File: src/rtl/oam_dma_if.sv
// ---------------------------------------------------------------------------
// oam_dma_if -- bus bundle between the CPU-side bus, the system bus mux and
// the sprite DMA engine.
//
// Signals (direction as seen by the DMA engine, modport slave):
//   cpu_addr    in  16  CPU address output
//   cpu_dout    in   8  CPU write data (valid when cpu_rw=0)
//   cpu_rw      in   1  CPU read/write strobe, 1=read
//   bus_din     in   8  data returned by the system bus on read cycles
//   ready       out  1  to CPU ready input; 0 requests halt
//   dma_act     out  1  bus mux select; 1 = DMA owns address/data/rw
//   dma_addr    out 16  DMA bus address
//   dma_dout    out  8  DMA write data
//   dma_rw      out  1  DMA strobe, 1=read
//   busy        out  1  high from trigger until the transfer completes
//   dbg_state   out  3  current FSM state encoding (debug)
//   dbg_cyc_odd out  1  free-running cycle parity (debug)
//
// Handshake: ready is a level-sensitive halt request, not a valid/ready
// pair. While ready=0 the CPU completes any write cycles it has in flight
// and then stalls on its next read cycle; the DMA only drives the bus
// (dma_act=1) once such a read cycle has been seen.
// ---------------------------------------------------------------------------
interface oam_dma_if;
  logic [15:0] cpu_addr;
  logic [7:0]  cpu_dout;
  logic        cpu_rw;
  logic [7:0]  bus_din;
  logic        ready;
  logic        dma_act;
  logic [15:0] dma_addr;
  logic [7:0]  dma_dout;
  logic        dma_rw;
  logic        busy;
  logic [2:0]  dbg_state;
  logic        dbg_cyc_odd;

  // DMA engine side
  modport slave (
    input  cpu_addr, cpu_dout, cpu_rw, bus_din,
    output ready, dma_act, dma_addr, dma_dout, dma_rw, busy,
    output dbg_state, dbg_cyc_odd
  );

  // CPU / system bus side
  modport master (
    output cpu_addr, cpu_dout, cpu_rw, bus_din,
    input  ready, dma_act, dma_addr, dma_dout, dma_rw, busy,
    input  dbg_state, dbg_cyc_odd
  );
endinterface

File: src/rtl/oam_dma.sv
// ---------------------------------------------------------------------------
// oam_dma -- sprite DMA engine sitting on the CPU external bus.
//
// A CPU write to REG_ADDR latches a source page and halts the CPU. After the
// CPU's first read (dummy) cycle, and an optional one-cycle alignment so that
// every read lands on an even cycle, the engine copies 256 bytes from
// {page,00..FF} to DEST_ADDR as strictly alternating read/write bus cycles,
// then releases the CPU.
//
// Ports:
//   dclk     in   bus clock, all state updates on the rising edge
//   n_reset  in   asynchronous, active-low reset
//   bus      oam_dma_if.slave  (CPU snoop inputs, bus_din, DMA bus outputs,
//                               ready/busy, debug state)
// All outputs are registered.
// ---------------------------------------------------------------------------
module oam_dma #(
  parameter logic [15:0] REG_ADDR  = 16'h4014,
  parameter logic [15:0] DEST_ADDR = 16'h2004
) (
  input  logic     dclk,
  input  logic     n_reset,
  oam_dma_if.slave bus
);

  typedef enum logic [2:0] {
    S_IDLE  = 3'd0,
    S_HALT  = 3'd1,
    S_ALIGN = 3'd2,
    S_READ  = 3'd3,
    S_WRITE = 3'd4
  } state_t;

  state_t      r_state, w_state_nx;
  logic [7:0]  r_idx, w_idx_nx;
  logic [7:0]  r_page, w_page_nx;
  logic        r_cyc_odd;
  logic        r_ready, w_ready_nx;
  logic        r_busy, w_busy_nx;
  logic        r_act, w_act_nx;
  logic        r_rw, w_rw_nx;
  logic [15:0] r_addr, w_addr_nx;
  logic [7:0]  r_dout, w_dout_nx;   // doubles as the read-to-write byte buffer
  logic        w_trigger;

  assign w_trigger = (bus.cpu_rw == 1'b0) && (bus.cpu_addr == REG_ADDR);

  // Free-running parity; never gated by the transfer.
  always_ff @(posedge dclk or negedge n_reset) begin
    if (!n_reset) r_cyc_odd <= 1'b0;
    else          r_cyc_odd <= ~r_cyc_odd;
  end

  always_ff @(posedge dclk or negedge n_reset) begin
    if (!n_reset) begin
      r_state <= S_IDLE;
      r_idx   <= 8'h00;
      r_page  <= 8'h00;
      r_ready <= 1'b1;
      r_busy  <= 1'b0;
      r_act   <= 1'b0;
      r_rw    <= 1'b1;
      r_addr  <= 16'h0000;
      r_dout  <= 8'h00;
    end else begin
      r_state <= w_state_nx;
      r_idx   <= w_idx_nx;
      r_page  <= w_page_nx;
      r_ready <= w_ready_nx;
      r_busy  <= w_busy_nx;
      r_act   <= w_act_nx;
      r_rw    <= w_rw_nx;
      r_addr  <= w_addr_nx;
      r_dout  <= w_dout_nx;
    end
  end

  // Outputs are registered, so each branch sets up what the bus must show
  // during the state being entered.
  always_comb begin
    w_state_nx = r_state;
    w_idx_nx   = r_idx;
    w_page_nx  = r_page;
    w_ready_nx = r_ready;
    w_busy_nx  = r_busy;
    w_act_nx   = r_act;
    w_rw_nx    = r_rw;
    w_addr_nx  = r_addr;
    w_dout_nx  = r_dout;

    case (r_state)
      S_IDLE: begin
        if (w_trigger) begin
          w_state_nx = S_HALT;
          w_page_nx  = bus.cpu_dout;
          w_idx_nx   = 8'h00;
          w_ready_nx = 1'b0;
          w_busy_nx  = 1'b1;
        end
      end

      S_HALT: begin
        // CPU writes cannot be stalled; wait for its first read (dummy)
        // cycle. An even dummy cycle means the next cycle is odd, so one
        // ALIGN cycle is inserted to keep reads on even cycles.
        if (bus.cpu_rw) begin
          if (r_cyc_odd) begin
            w_state_nx = S_READ;
            w_act_nx   = 1'b1;
            w_rw_nx    = 1'b1;
            w_addr_nx  = {r_page, r_idx};
          end else begin
            w_state_nx = S_ALIGN;
          end
        end
      end

      S_ALIGN: begin
        w_state_nx = S_READ;
        w_act_nx   = 1'b1;
        w_rw_nx    = 1'b1;
        w_addr_nx  = {r_page, r_idx};
      end

      S_READ: begin
        w_state_nx = S_WRITE;
        w_rw_nx    = 1'b0;
        w_addr_nx  = DEST_ADDR;
        w_dout_nx  = bus.bus_din;
      end

      S_WRITE: begin
        w_idx_nx = r_idx + 8'd1;
        if (r_idx == 8'hFF) begin
          w_state_nx = S_IDLE;
          w_ready_nx = 1'b1;
          w_busy_nx  = 1'b0;
          w_act_nx   = 1'b0;
          w_rw_nx    = 1'b1;
        end else begin
          w_state_nx = S_READ;
          w_rw_nx    = 1'b1;
          w_addr_nx  = {r_page, w_idx_nx};
        end
      end

      default: begin
        w_state_nx = S_IDLE;
      end
    endcase
  end

  assign bus.ready       = r_ready;
  assign bus.busy        = r_busy;
  assign bus.dma_act     = r_act;
  assign bus.dma_rw      = r_rw;
  assign bus.dma_addr    = r_addr;
  assign bus.dma_dout    = r_dout;
  assign bus.dbg_state   = r_state;
  assign bus.dbg_cyc_odd = r_cyc_odd;

endmodule

File: src/flat_wrapper.sv
// flat-port wrapper written by rule: the top's interface ports become plain ports
module oam_dma_flat 
#(
  parameter logic [15:0] REG_ADDR  = 16'h4014,
  parameter logic [15:0] DEST_ADDR = 16'h2004
)
  (dclk, n_reset, bus_cpu_addr, bus_cpu_dout, bus_cpu_rw, bus_bus_din, bus_ready, bus_dma_act, bus_dma_addr, bus_dma_dout, bus_dma_rw, bus_busy, bus_dbg_state, bus_dbg_cyc_odd);
  oam_dma_if bus_i ();
  input  logic dclk;
  input  logic n_reset;
  input wire logic [$bits(bus_i.cpu_addr)-1:0] bus_cpu_addr;
  input wire logic [$bits(bus_i.cpu_dout)-1:0] bus_cpu_dout;
  input wire logic [$bits(bus_i.cpu_rw)-1:0] bus_cpu_rw;
  input wire logic [$bits(bus_i.bus_din)-1:0] bus_bus_din;
  output wire logic [$bits(bus_i.ready)-1:0] bus_ready;
  output wire logic [$bits(bus_i.dma_act)-1:0] bus_dma_act;
  output wire logic [$bits(bus_i.dma_addr)-1:0] bus_dma_addr;
  output wire logic [$bits(bus_i.dma_dout)-1:0] bus_dma_dout;
  output wire logic [$bits(bus_i.dma_rw)-1:0] bus_dma_rw;
  output wire logic [$bits(bus_i.busy)-1:0] bus_busy;
  output wire logic [$bits(bus_i.dbg_state)-1:0] bus_dbg_state;
  output wire logic [$bits(bus_i.dbg_cyc_odd)-1:0] bus_dbg_cyc_odd;
  assign bus_i.cpu_addr = bus_cpu_addr;
  assign bus_i.cpu_dout = bus_cpu_dout;
  assign bus_i.cpu_rw = bus_cpu_rw;
  assign bus_i.bus_din = bus_bus_din;
  assign bus_ready = bus_i.ready;
  assign bus_dma_act = bus_i.dma_act;
  assign bus_dma_addr = bus_i.dma_addr;
  assign bus_dma_dout = bus_i.dma_dout;
  assign bus_dma_rw = bus_i.dma_rw;
  assign bus_busy = bus_i.busy;
  assign bus_dbg_state = bus_i.dbg_state;
  assign bus_dbg_cyc_odd = bus_i.dbg_cyc_odd;
  oam_dma #(.REG_ADDR(REG_ADDR), .DEST_ADDR(DEST_ADDR)) u_core (.dclk(dclk), .n_reset(n_reset), .bus(bus_i));
endmodule
File: config.mk
export PLATFORM = sky130hd
export DESIGN_NAME = oam_dma_flat
export DESIGN_NICKNAME = d
export VERILOG_FILES = /design/src/rtl/oam_dma_if.sv /design/src/rtl/oam_dma.sv /design/src/flat_wrapper.sv
export SDC_FILE = /design/constraint.sdc
export NUM_CORES = 1
export LEC_CHECK = 0
export CAP_MARGIN = 20
export CORE_ASPECT_RATIO = 0.8
export CORE_MARGIN = 1.5
export CORE_UTILIZATION = 30
export CTS_CLUSTER_DIAMETER = 50
export CTS_CLUSTER_SIZE = 14
export DETAILED_ROUTE_END_ITERATION = 7
export GPL_TIMING_DRIVEN = 0
export PLACE_DENSITY_LB_ADDON = 0.3
export SYNTH_ARGS = -nofsm -noshare
export SYNTH_HDL_FRONTEND = slang
export SYNTH_SLANG_ARGS = --single-unit
File: constraint.sdc
create_clock -name dclk -period 3.66 [get_ports dclk]
set_input_delay 0.732 -clock dclk [delete_from_list [all_inputs] [get_ports dclk]]
set_output_delay 0.732 -clock dclk [all_outputs]
set_load 0.01 [all_outputs]
# Word level (Yosys, flattened, before mapping)
# Index checks and enable logic that the tools add are counted.
# Widths: inputs -> output; s select.
# word_totals
reg_bits	48
latchBits	0
ramBits	0
rom_bits	0
inputBits	35
output_inout_bits	32
elab_cells	59
memories	0
# classes
addsub	1
multipliers	0
n_div	0
magnitude_cmp	0
eq_ne	11
shifts	0
muxes	21
bitwise_logic	2
reduce_logical	14
# op_table
cell	count
$pmux 16 s4	1
$mux 16	3
$eq 16x15->1 const B	1
$pmux 8 s2	1
$pmux 3 s5	1
$add 8x1->8 const B	1
$eq 8x8->1 const B	1
$mux 8	1
$reduce_and 4->1	2
$mux 1	7
$eq 3x2->1 const B	2
$mux 3	2
$ne 2x1->1 const B	3
$pmux 1 s3	2
$reduce_and 2->1	3
$reduce_and 3->1	2
$reduce_bool 3->1	2
$ne 2x2->1 const B	2
$pmux 1 s2	2
$reduce_bool 4->1	1
$eq 3x1->1 const B	1
$eq 3x3->1 const B	1
$logic_not 3->1	1
$mux 2	1
other kinds (4)	5

# Longest topological paths before layout
# Gate-level depths: netlist of run 1.
# depth
ltp_word	4
depth_mapped	7

# Least setup slack after synthesis of run 1
# Ideal clock, no wire load.
# synth_timing
kind	in2reg
from	input bus_cpu_addr[9]
to	register u_core.r_page[0]
setup_time_ns	0.127
t_arrival_ns	2.121
setup_slack_ns	1.412
stages	5
path_buffers	1
path_cell_list	or4_1 -> nor4_1 -> and4_1 -> buf_6 -> mux2_1
# synth_via
elab_chain_len	3
# synth_rtl
item	line_no	text
start, declared	flat_wrapper.sv:11	input wire logic [$bits(bus_i.cpu_addr)-1:0] bus_cpu_addr;
$eq 16x15->1	oam_dma.sv:46	assign w_trigger = (bus.cpu_rw == 1'b0) && (bus.cpu_addr == REG_ADDR);
$logic_and 1x1->1	oam_dma.sv:46	
$reduce_and 2->1 (no source line)	n/a	
end signal, assigned	oam_dma.sv:68	r_page <= w_page_nx;
end, declared	oam_dma.sv:36	logic [7:0] r_page, w_page_nx;
# No other way between the ends.
# A chain may end at the register's enable or synchronous reset.

# Final worst setup path of run 1
# layout_timing
from	input bus_cpu_rw
to	register u_core.r_page[2]
# layout_via
elab_chain_len	3
# layout_rtl
item	line_no	text
start, declared	flat_wrapper.sv:13	input wire logic [$bits(bus_i.cpu_rw)-1:0] bus_cpu_rw;
$not 1->1	oam_dma.sv:46	
$logic_and 1x1->1	oam_dma.sv:46	
$reduce_and 2->1 (no source line)	n/a	
# No other way between the ends.

==> summary.txt, run 1 <==
Run status
  – Status: finished clean

Worst setup path
  – Worst setup EP type: register
  – Flop2flop setup slack: 1.55 ns
  – Crit-path max FO: 9
  – R2R Path Start: u_core.r_idx[3]
  – Start point of the critical path: bus_cpu_rw
  – Worst R2R End: u_core.bus.dma_addr[4]
  – Worst Path Required: 3.86 ns
  – WP data arrival: 2.67 ns
  – CP Capture Point: u_core.r_page[2]
  – Critical path launch point type: input port
  – WS Path Type: in -> reg
  – Reg2Reg Depth: 7

Placed design
  – Detailed Place HPWL: 3.95 mm
  – Cells after DPL: 383
  – I/O Buffers: 66
  – Placed Area: 3010 um2
  – GPL Wtd Cong: 0.921

Synthesis
  – Syn_nets: 265
  – Seq/Total Area, Yosys: 0.542
  – Syn Area/Cell: 9.70 um2
  – Post-synth top area share: 0.518
  – Ys Warns: 0
  – Synth Area in Adders: 0.00563
  – Syn Inst Count: 229
  – Yosys top cell by area: dfrtp_1
  – Largest family of logic cells by synthesized area: simple AND/OR/NAND/NOR gates
  – Cell Area, Synth: 2220 um2
  – Mux contribution to synthesized area: 0.0738
  – Post-Synth XOR/XNOR Area: 0.00394
  – Simple-Gate Fraction of Synth Area: 0.197
  – Distinct cells, synth: 40
  – #FFs+latches synth: 48
  – Synth Area in Compound Gates: 0.126
  – Most area-consuming cells after synthesis: dfrtp_1 (52%), nand2_1 (7.6%), o21ai_0 (4.3%)

Final layout
  – Util after Layout: 0.444
  – Final Cell Area: 3120 um2
  – Share of post-route cells with drive strength above 1: 0.0789
  – Nets: 339
  – Antenna diodes: 0
  – Area Growth Syn to Fin: 40.5%
  – Filler Cell Count: 714
  – Final cell count without fillers: 391

Detailed routing
  – Wl on met1: 2.72 mm
  – Initial DRT Pass Iterations: 4
  – Met3 wire length: 421 um
  – WL/cell: 13.8 um
  – Drt drc: 0
  – Vias: 1934
  – Top sig layer: met4
  – Vias/cell: 4.95
  – WL met2: 2.21 mm
  – Initial DRC Count: 102
  – Routed wire length: 5.39 mm
  – DRT antenna net count: 0

Clock network
  – Post-CTS Resized: 0
  – Max Buffers Root-to-Sink: 2
  – Hold-fix buffers, CTS: 0
  – Clk_lat worst skew: 0.30 ns
  – CTS tree: yes
  – Clock Pin Slew Worst Setup and Hold Paths: 0.09 ns
  – Root Buffer: clkbuf_8
  – Clock sink count: 48
  – Post-CTS Setup Inserts: 0
  – Htree depth: 2
  – CTS Buf Count: 5

Timing
  – Final hold violation count: 0
  – TNS Setup: 0 ns
  – Top achievable clock speed: 404 MHz
  – Slew Viols, Final: 0
  – RSZ-0062 raised after global routing: false
  – Slew Limit Headroom: 0.647
  – # setup viols final: 0
  – Fin crit share: 0.676
  – Slew @ Worst Pin: 0.529 ns
  – Clk_skew: 0.00646 ns
  – Final min period: 2.47 ns

Global routing
  – All-Layer GR Usage: 0.145
  – Largest net degree at the start of global routing: 32
  – Grt total ovfl: 0
  – First-pass GRT wire length: 9.02 mm
  – Vias in the first global route: 1864
  – Initial antenna violation count: 0

Die
  – # IOs: 67
  – Core area: 7030 um2
  – Die height: 80.0 um
  – # rows: 27
  – Die Area: 7930 um2
  – Initial cell density of the core: 0.316
  – Die width: 99.2 um

Pwr
  – Ratio of total power to cell area: 575 nW/um2
  – Design Power: 1.79 mW
  – Leak: 1.36 nW
  – Worst VDD drop: 261 uV

Worst hold path
  – Worst min path class: in -> async

Job
  – Max cap viols: 0
cells in the mapped netlist, drive strengths merged:
cell type / number
and2: 1
a22oi: 2
a21oi: 13
a21boi: 1
inv: 9
clkbuf: 9
mux2: 11
dfstp: 2
nor2: 7
o211ai: 2
xnor2: 1
nand2: 45
nand3: 15
a31oi: 5
nand4: 2
o211a: 1
nand3b: 1
nor4: 3
or4: 3
nor4bb: 2
nor3b: 3
ha: 1
nand2b: 1
and4: 1
and3: 2
dfrtp: 46
o21ai: 21
o31ai: 1
buf: 7
o32ai: 1
or2: 1
or3b: 1
mux2i: 4
nor3: 2
o21a: 2
metal layers:
layer,vias up,track usage
met3,5,0.0420
li1,943,-
met5,-,0
met2,66,0.214
met1,920,0.203
met4,0,0.0465
how the worst min path moves through the flow:
stage / from / endpoint / cells past startpoint
after global placement: u_core.bus.dma_dout[6] / u_core.bus.dma_dout[6] / 2
after detailed placement: u_core.bus.dma_dout[4] / u_core.bus.dma_dout[4] / 2
after floorplan: n_reset / u_core.bus.busy / 0
after global routing: n_reset / u_core.bus.dma_addr[11] / 1
final: n_reset / u_core.bus.dbg_cyc_odd / 1
after CTS: n_reset / u_core.bus.dbg_cyc_odd / 1
cells in the final DEF (no fill, tap or decap), types with 2 or more instances in the layout:
| master | instances |
|---|---|
| inv_1 | 9 |
| mux2i_1 | 4 |
| o21a_1 | 2 |
| buf_2 | 5 |
| a31oi_1 | 5 |
| and3_1 | 2 |
| mux2_1 | 8 |
| o21ai_1 | 2 |
| nand2_1 | 45 |
| a21oi_1 | 13 |
| a22oi_1 | 2 |
| nor2_1 | 7 |
| dfrtp_1 | 46 |
| mux2_2 | 3 |
| buf_6 | 2 |
| o21ai_0 | 19 |
| clkbuf_8 | 5 |
| nor4bb_1 | 2 |
| nand4_1 | 2 |
| clkbuf_1 | 9 |
| or4_1 | 3 |
| nor3_1 | 2 |
| o211ai_1 | 2 |
| clkdlybuf4s50_1 | 65 |
| dfstp_2 | 2 |
| nor4_1 | 3 |
| nand3_1 | 15 |
| nor3b_1 | 2 |
metrics by stage:
step,worst slack [ns],hold WS (ns)
after CTS,1.19,0.368
after global placement,0.437,0.460
final,1.19,0.363
after detailed placement,0.855,0.466
after floorplan,1.41,0.436
after global routing,1.04,0.375
final cells by class:
cell class              instances  area, um2  share of cell area
plain buffers                  16       80.1              0.0257
repair buffers                 67        676               0.217
clock buffers                   5       68.8              0.0221
flip-flops and latches         48       1200               0.386
multi-input cells             156        903               0.289
clock inverters                 3       46.3              0.0148
well taps                      87        109              0.0349
inverters                       9       33.8              0.0108
sequential cells by signal (all words and copies together), names as in the netlist:
| name | count |
|---|---|
| u_core.bus.busy | 1 |
| u_core.bus.dbg_cyc_odd | 1 |
| u_core.bus.dbg_state | 3 |
| u_core.bus.dma_act | 1 |
| u_core.bus.dma_addr | 16 |
| u_core.bus.dma_dout | 8 |
| u_core.bus.dma_rw | 1 |
| u_core.bus.ready | 1 |
| u_core.r_idx | 8 |
| u_core.r_page | 8 |
power by group:
part,total [mW],switching (mW),leakage [nW],internal (mW)
Sequential,0.701,0.0669,0.630,0.634
Clock,0.396,0.190,0.0548,0.206
Combinational,0.697,0.365,0.677,0.332
critical path, stage by stage:
cell and delay [ns]:
clkdlybuf4s50_1 0.47, or4_1 0.56, nor3b_2 0.18, and4_1 0.23
buf_6 0.16, mux2_1 0.33
kinds of logic (layout without fill, tap and decap cells):
kind of cell | after synthesis | count (layout)
AO/OA/AOI/OAI | 49 | 49
XOR/XNOR | 1 | 1
buffers and inverters | 25 | 100
flip-flops | 48 | 48
adder cells (fa/ha/maj) | 1 | 1
AND/OR/NAND/NOR | 90 | 90
multiplexers | 15 | 15
(Power assumes the default switching activity.)
==> inputs of run 2 (changes only) <==
- clock period: 3.66 -> 2.3 ns (I/O delays scaled with it)
==> summary.txt, run 2 (synthesized netlist as in run 1, its figures left out) <==
Run status
  – Status: finished clean

Pwr
  – P_int: 1.86 mW
  – NetSw: 0.992 mW
  – Comb pwr share: 0.388
  – Worst VDD drop: 416 uV
  – Ratio of total power to cell area: 914 nW/um2
  – Sw Share: 0.347
  – Seq pwr share: 0.390
  – Design Power: 2.86 mW
  – Clock power share: 0.221
  – Leak: 1.36 nW

Final layout
  – Antenna diodes: 0
  – Util after Layout: 0.445
  – Share of post-route cells with drive strength above 1: 0.0822
  – Final Cell Area: 3130 um2
  – Area Growth Syn to Fin: 40.8%
  – Max reg flops: 16
  – Nets: 339
  – Final cell count without fillers: 391
  – Most frequent cells in the layout: clkdlybuf4s50_1 (65), dfrtp_1 (46), nand2_1 (45)
  – Commonest non-fill, non-tap cell in the layout: clkdlybuf4s50_1

Global routing
  – Vias in the first global route: 1864
  – All-Layer GR Usage: 0.145
  – Initial antenna violation count: 0
  – Largest net degree at the start of global routing: 32
  – Grt total ovfl: 0
  – First-pass GRT wire length: 9.02 mm

Detailed routing
  – DRT antenna net count: 0
  – Initial DRT Pass Iterations: 4
  – Initial DRC Count: 102
  – Vias: 1936
  – WL/cell: 13.8 um
  – Vias/cell: 4.95
  – Drt drc: 0
  – Routed wire length: 5.40 mm

Die
  – Die Area: 7930 um2
  – Core area: 7030 um2
  – Die width: 99.2 um
  – # IOs: 67
  – # rows: 27
  – Initial cell density of the core: 0.316
  – Die height: 80.0 um

Clock network
  – Htree depth: 2
  – Clock sink count: 48
  – Clock Pin Slew Worst Setup and Hold Paths: 0.09 ns
  – Clk_lat worst skew: 0.31 ns
  – Post-CTS Setup Inserts: 0
  – Max Buffers Root-to-Sink: 2
  – CTS tree: yes
  – Root Buffer: clkbuf_8
  – CTS Buf Count: 5

Worst setup path
  – WS Path Type: in -> reg
  – Slowest library cell on the worst path: or4_1
  – Buffers & Inverters on Critical Path: 2
  – Critical path's largest stage delay: 0.56 ns
  – WP data arrival: 2.39 ns
  – Critical path launch point type: input port
  – Worst Path Required: 2.50 ns
  – CP delay by family, top: simple AND/OR/NAND/NOR gates
  – Worst setup EP type: register
  – Crit-path max FO: 9
  – Worst-path cell chain: clkdlybuf4s50_1 -> or4_1 -> nor3b_2 -> and4_1 -> buf_6 -> mux2_1

Timing
  – TNS Setup: 0 ns
  – Clk_skew: 0.00662 ns
  – Slew @ Worst Pin: 0.527 ns
  – Slew Limit Headroom: 0.649
  – Fin Hold WS: 0.0881 ns
  – PnR worst setup slack: 0.104 ns
  – # setup viols final: 0
  – Fin crit share: 0.955
  – Slew Viols, Final: 0
  – Top achievable clock speed: 455 MHz
  – Final hold violation count: 0
  – RSZ-0062 raised after global routing: false
  – Final min period: 2.20 ns

Worst hold path
  – Worst min path class: in -> async

Placed design
  – I/O Buffers: 66
  – GPL Wtd Cong: 0.921
  – Detailed Place HPWL: 3.95 mm
  – Cells after DPL: 383
  – Post-Place Setup Slack: -0.233 ns
  – Placed Area: 3010 um2

Job
  – Max cap viols: 0
==> run 2: cell counts in the layout (fill, tap and decap cells not counted) <==
Identical to the previous run, type by type.
==> run 2: area by class of cell <==
class	count	area, um2
multi-input combinational	156	910
clock buffer	5	68.8
clock inverter	3	46.3
inverter	9	33.8
fill	715	3900
sequential	48	1200
buffer	16	80.1
tap	87	109
timing repair buffer	67	676
==> run 2: worst reg2reg max path, stage by stage, from the launching register on <==
cell	delay, ns
dfrtp_1	0.34
clkbuf_1	0.28
nand3_1	0.27
o21ai_1	0.37
and2_1	0.17
buf_2	0.21
buf_2	0.24
o21ai_0	0.12
==> run 2: layer usage <==
metal  global-route usage  routed length (um)
met5                    0                   0
met4               0.0465                  47
met3               0.0420                 427
met2                0.214                2220
met1                0.203                2710
==> run 2: power by group through the flow <==
stage	registers, mW	clock network (mW)	logic (mW)
detailed placement	1.13	0	1.12
floorplan	1.18	0	0.527
CTS	1.12	0.650	1.12
finish	1.11	0.633	1.11
global placement	1.13	0	1.10
global route	1.14	0.700	1.24
==> run 2: path summary, 6_finish.rpt <==
path	end	depth (start not counted)	slack [ns]	from
max in group asynchronous	u_core.bus.ready	2	1.62	n_reset
max	u_core.r_page[2]	6	0.10	bus_cpu_rw
min in group dclk	u_core.bus.dma_dout[1]	2	0.48	u_core.bus.dma_dout[1]
max reg2reg	u_core.bus.dma_addr[4]	7	0.19	u_core.r_idx[3]
min reg2reg	u_core.bus.dma_dout[1]	2	0.48	u_core.bus.dma_dout[1]
min	u_core.bus.dbg_cyc_odd	1	0.09	n_reset
==> run 2: timing repair <==
action	4_1_cts	5_1_grt
endpoints found under the setup margin	0	8
resized for setup	0	1
hold buffers	0	0
==> inputs of run 3 (changes only) <==
--- a/config.mk
+++ b/config.mk
@@ -9,5 +9,5 @@
 export CORE_ASPECT_RATIO = 0.8
 export CORE_MARGIN = 1.5
-export CORE_UTILIZATION = 30
+export CORE_UTILIZATION = 47
 export CTS_CLUSTER_DIAMETER = 50
 export CTS_CLUSTER_SIZE = 14
==> constraint.sdc (replaced) <==
create_clock -name dclk -period 2.3 [get_ports dclk]
set_input_delay 0.46 -clock dclk [delete_from_list [all_inputs] [get_ports dclk]]
set_output_delay 0.46 -clock dclk [all_outputs]
set_load 0.05 [all_outputs]
==> summary.txt, run 3 (synthesized netlist as in run 1, its figures left out) <==
Detailed routing
  – Vias: 1969
  – DRT antenna net count: 0
  – Routed wire length: 5.23 mm
  – Drt drc: 0
  – Initial DRT Pass Iterations: 4
  – Vias/cell: 5.41
  – WL/cell: 14.4 um
  – Initial DRC Count: 103

Final layout
  – Nets: 339
  – Area Growth Syn to Fin: 38.6%
  – Final cell count without fillers: 364
  – Most frequent cells in the layout: clkdlybuf4s50_1 (64), dfrtp_1 (46), nand2_1 (45)
  – Util after Layout: 0.674
  – Max reg flops: 16
  – Share of post-route cells with drive strength above 1: 0.0822
  – Antenna diodes: 0
  – Commonest non-fill, non-tap cell in the layout: clkdlybuf4s50_1

Placed design
  – Detailed Place HPWL: 3.84 mm
  – GPL Wtd Cong: 0.848
  – Cells after DPL: 356
  – I/O Buffers: 66

Pwr
  – NetSw: 1.41 mW
  – P_int: 1.78 mW
  – Ratio of total power to cell area: 1040 nW/um2
  – Seq pwr share: 0.350
  – Comb pwr share: 0.482
  – Worst VDD drop: 707 uV
  – Leak: 1.36 nW
  – Clock power share: 0.169
  – Sw Share: 0.441

Timing
  – TNS Setup: 0 ns
  – RSZ-0062 raised after global routing: false
  – Slew Viols, Final: 0
  – Final min period: 2.15 ns
  – Fin crit share: 0.934
  – # setup viols final: 0
  – Fin Hold WS: 0.0596 ns
  – Final hold violation count: 0
  – Slew Limit Headroom: 0.656
  – Top achievable clock speed: 466 MHz
  – Slew @ Worst Pin: 0.514 ns
  – Clk_skew: 0.00405 ns

Global routing
  – Largest net degree at the start of global routing: 34
  – Grt total ovfl: 0
  – Vias in the first global route: 1914
  – Initial antenna violation count: 0
  – All-Layer GR Usage: 0.220
  – First-pass GRT wire length: 8.68 mm

Clock network
  – Htree depth: 2
  – Root Buffer: clkbuf_8
  – CTS tree: yes
  – CTS Buf Count: 5
  – Clock sink count: 48
  – Clk_lat worst skew: 0.31 ns
  – Clock Pin Slew Worst Setup and Hold Paths: 0.09 ns
  – Max Buffers Root-to-Sink: 2

Worst hold path
  – Worst min path class: in -> async

Worst setup path
  – Worst Path Required: 2.49 ns
  – Worst setup EP type: register
  – WS Path Type: in -> reg
  – WP data arrival: 2.34 ns
  – Critical path launch point type: input port
  – Crit-path max FO: 9

Die
  – Die height: 64.5 um
  – Die width: 79.9 um
  – Initial cell density of the core: 0.486
  – Core area: 4570 um2
  – Die Area: 5150 um2
  – # rows: 22
  – # IOs: 67

Job
  – Max cap viols: 0

Run status
  – Status: finished clean
## run 3: power by group through the flow
stage / registers (mW) / clock network [mW] / logic [mW]
2_1_floorplan: 1.61 / 0 / 0.527
4_1_cts: 1.11 / 0.544 / 1.55
3_3_place_gp: 1.13 / 0 / 1.51
5_1_grt: 1.14 / 0.587 / 1.66
3_5_place_dp: 1.13 / 0 / 1.54
6_report: 1.11 / 0.537 / 1.53
## run 3: worst paths after layout
check	start	to	slack, ns	cells past startpoint
hold reg to reg	u_core.bus.dma_dout[2]	u_core.bus.dma_dout[2]	0.48	2
setup reg to reg	u_core.bus.dbg_state[2]	u_core.bus.dma_addr[13]	0.17	6
hold / removal	n_reset	u_core.bus.dbg_cyc_odd	0.06	1
setup / recovery	bus_cpu_addr[9]	u_core.r_page[5]	0.15	6
min in group dclk	u_core.bus.dma_dout[2]	u_core.bus.dma_dout[2]	0.48	2
max in group asynchronous	n_reset	u_core.bus.dma_addr[2]	1.74	2
## run 3: cell type report
class	instances	area [um2]
Fill cell	383	1490
Multi-Input combinational cell	156	910
Inverter	9	33.8
Buffer	16	80.1
Timing Repair Buffer	67	678
Sequential cell	48	1200
Clock buffer	6	82.6
Clock inverter	2	15.0
Tap cell	60	75.1
## run 3: routing by layer
layer  GRT usage  part of all wire  vias to the layer above
met5           0                 0                        -
met4      0.0647             0.012                        0
met3      0.0620             0.069                        6
met2       0.343              0.45                       63
met1       0.300              0.47                      958
li1            -                 -                      942
## run 3: stage by stage
step | area, um2 | power, mW | setup WS, ns
3_3_place_gp | 2960 | 2.63 | -0.584
2_1_floorplan | 2220 | 2.14 | 0.324
3_5_place_dp | 2970 | 2.67 | -0.277
5_1_grt | 3080 | 3.38 | 0.0148
4_1_cts | 3070 | 3.20 | 0.0386
6_report | 3080 | 3.19 | 0.152
## run 3: what timing repair did
action | in CTS | in global routing
hold buffers | 0 | 0
endpoints found under the setup margin | 0 | 1
gates resized for setup | 0 | 2
setup buffers | 0 | 0
## run 3: worst max-delay path, stage by stage
cell             delay [ns]
clkdlybuf4s50_1        0.39
or4_1                  0.53
nor4_2                 0.21
and4_1                 0.26
buf_6                  0.16
mux2_1                 0.33
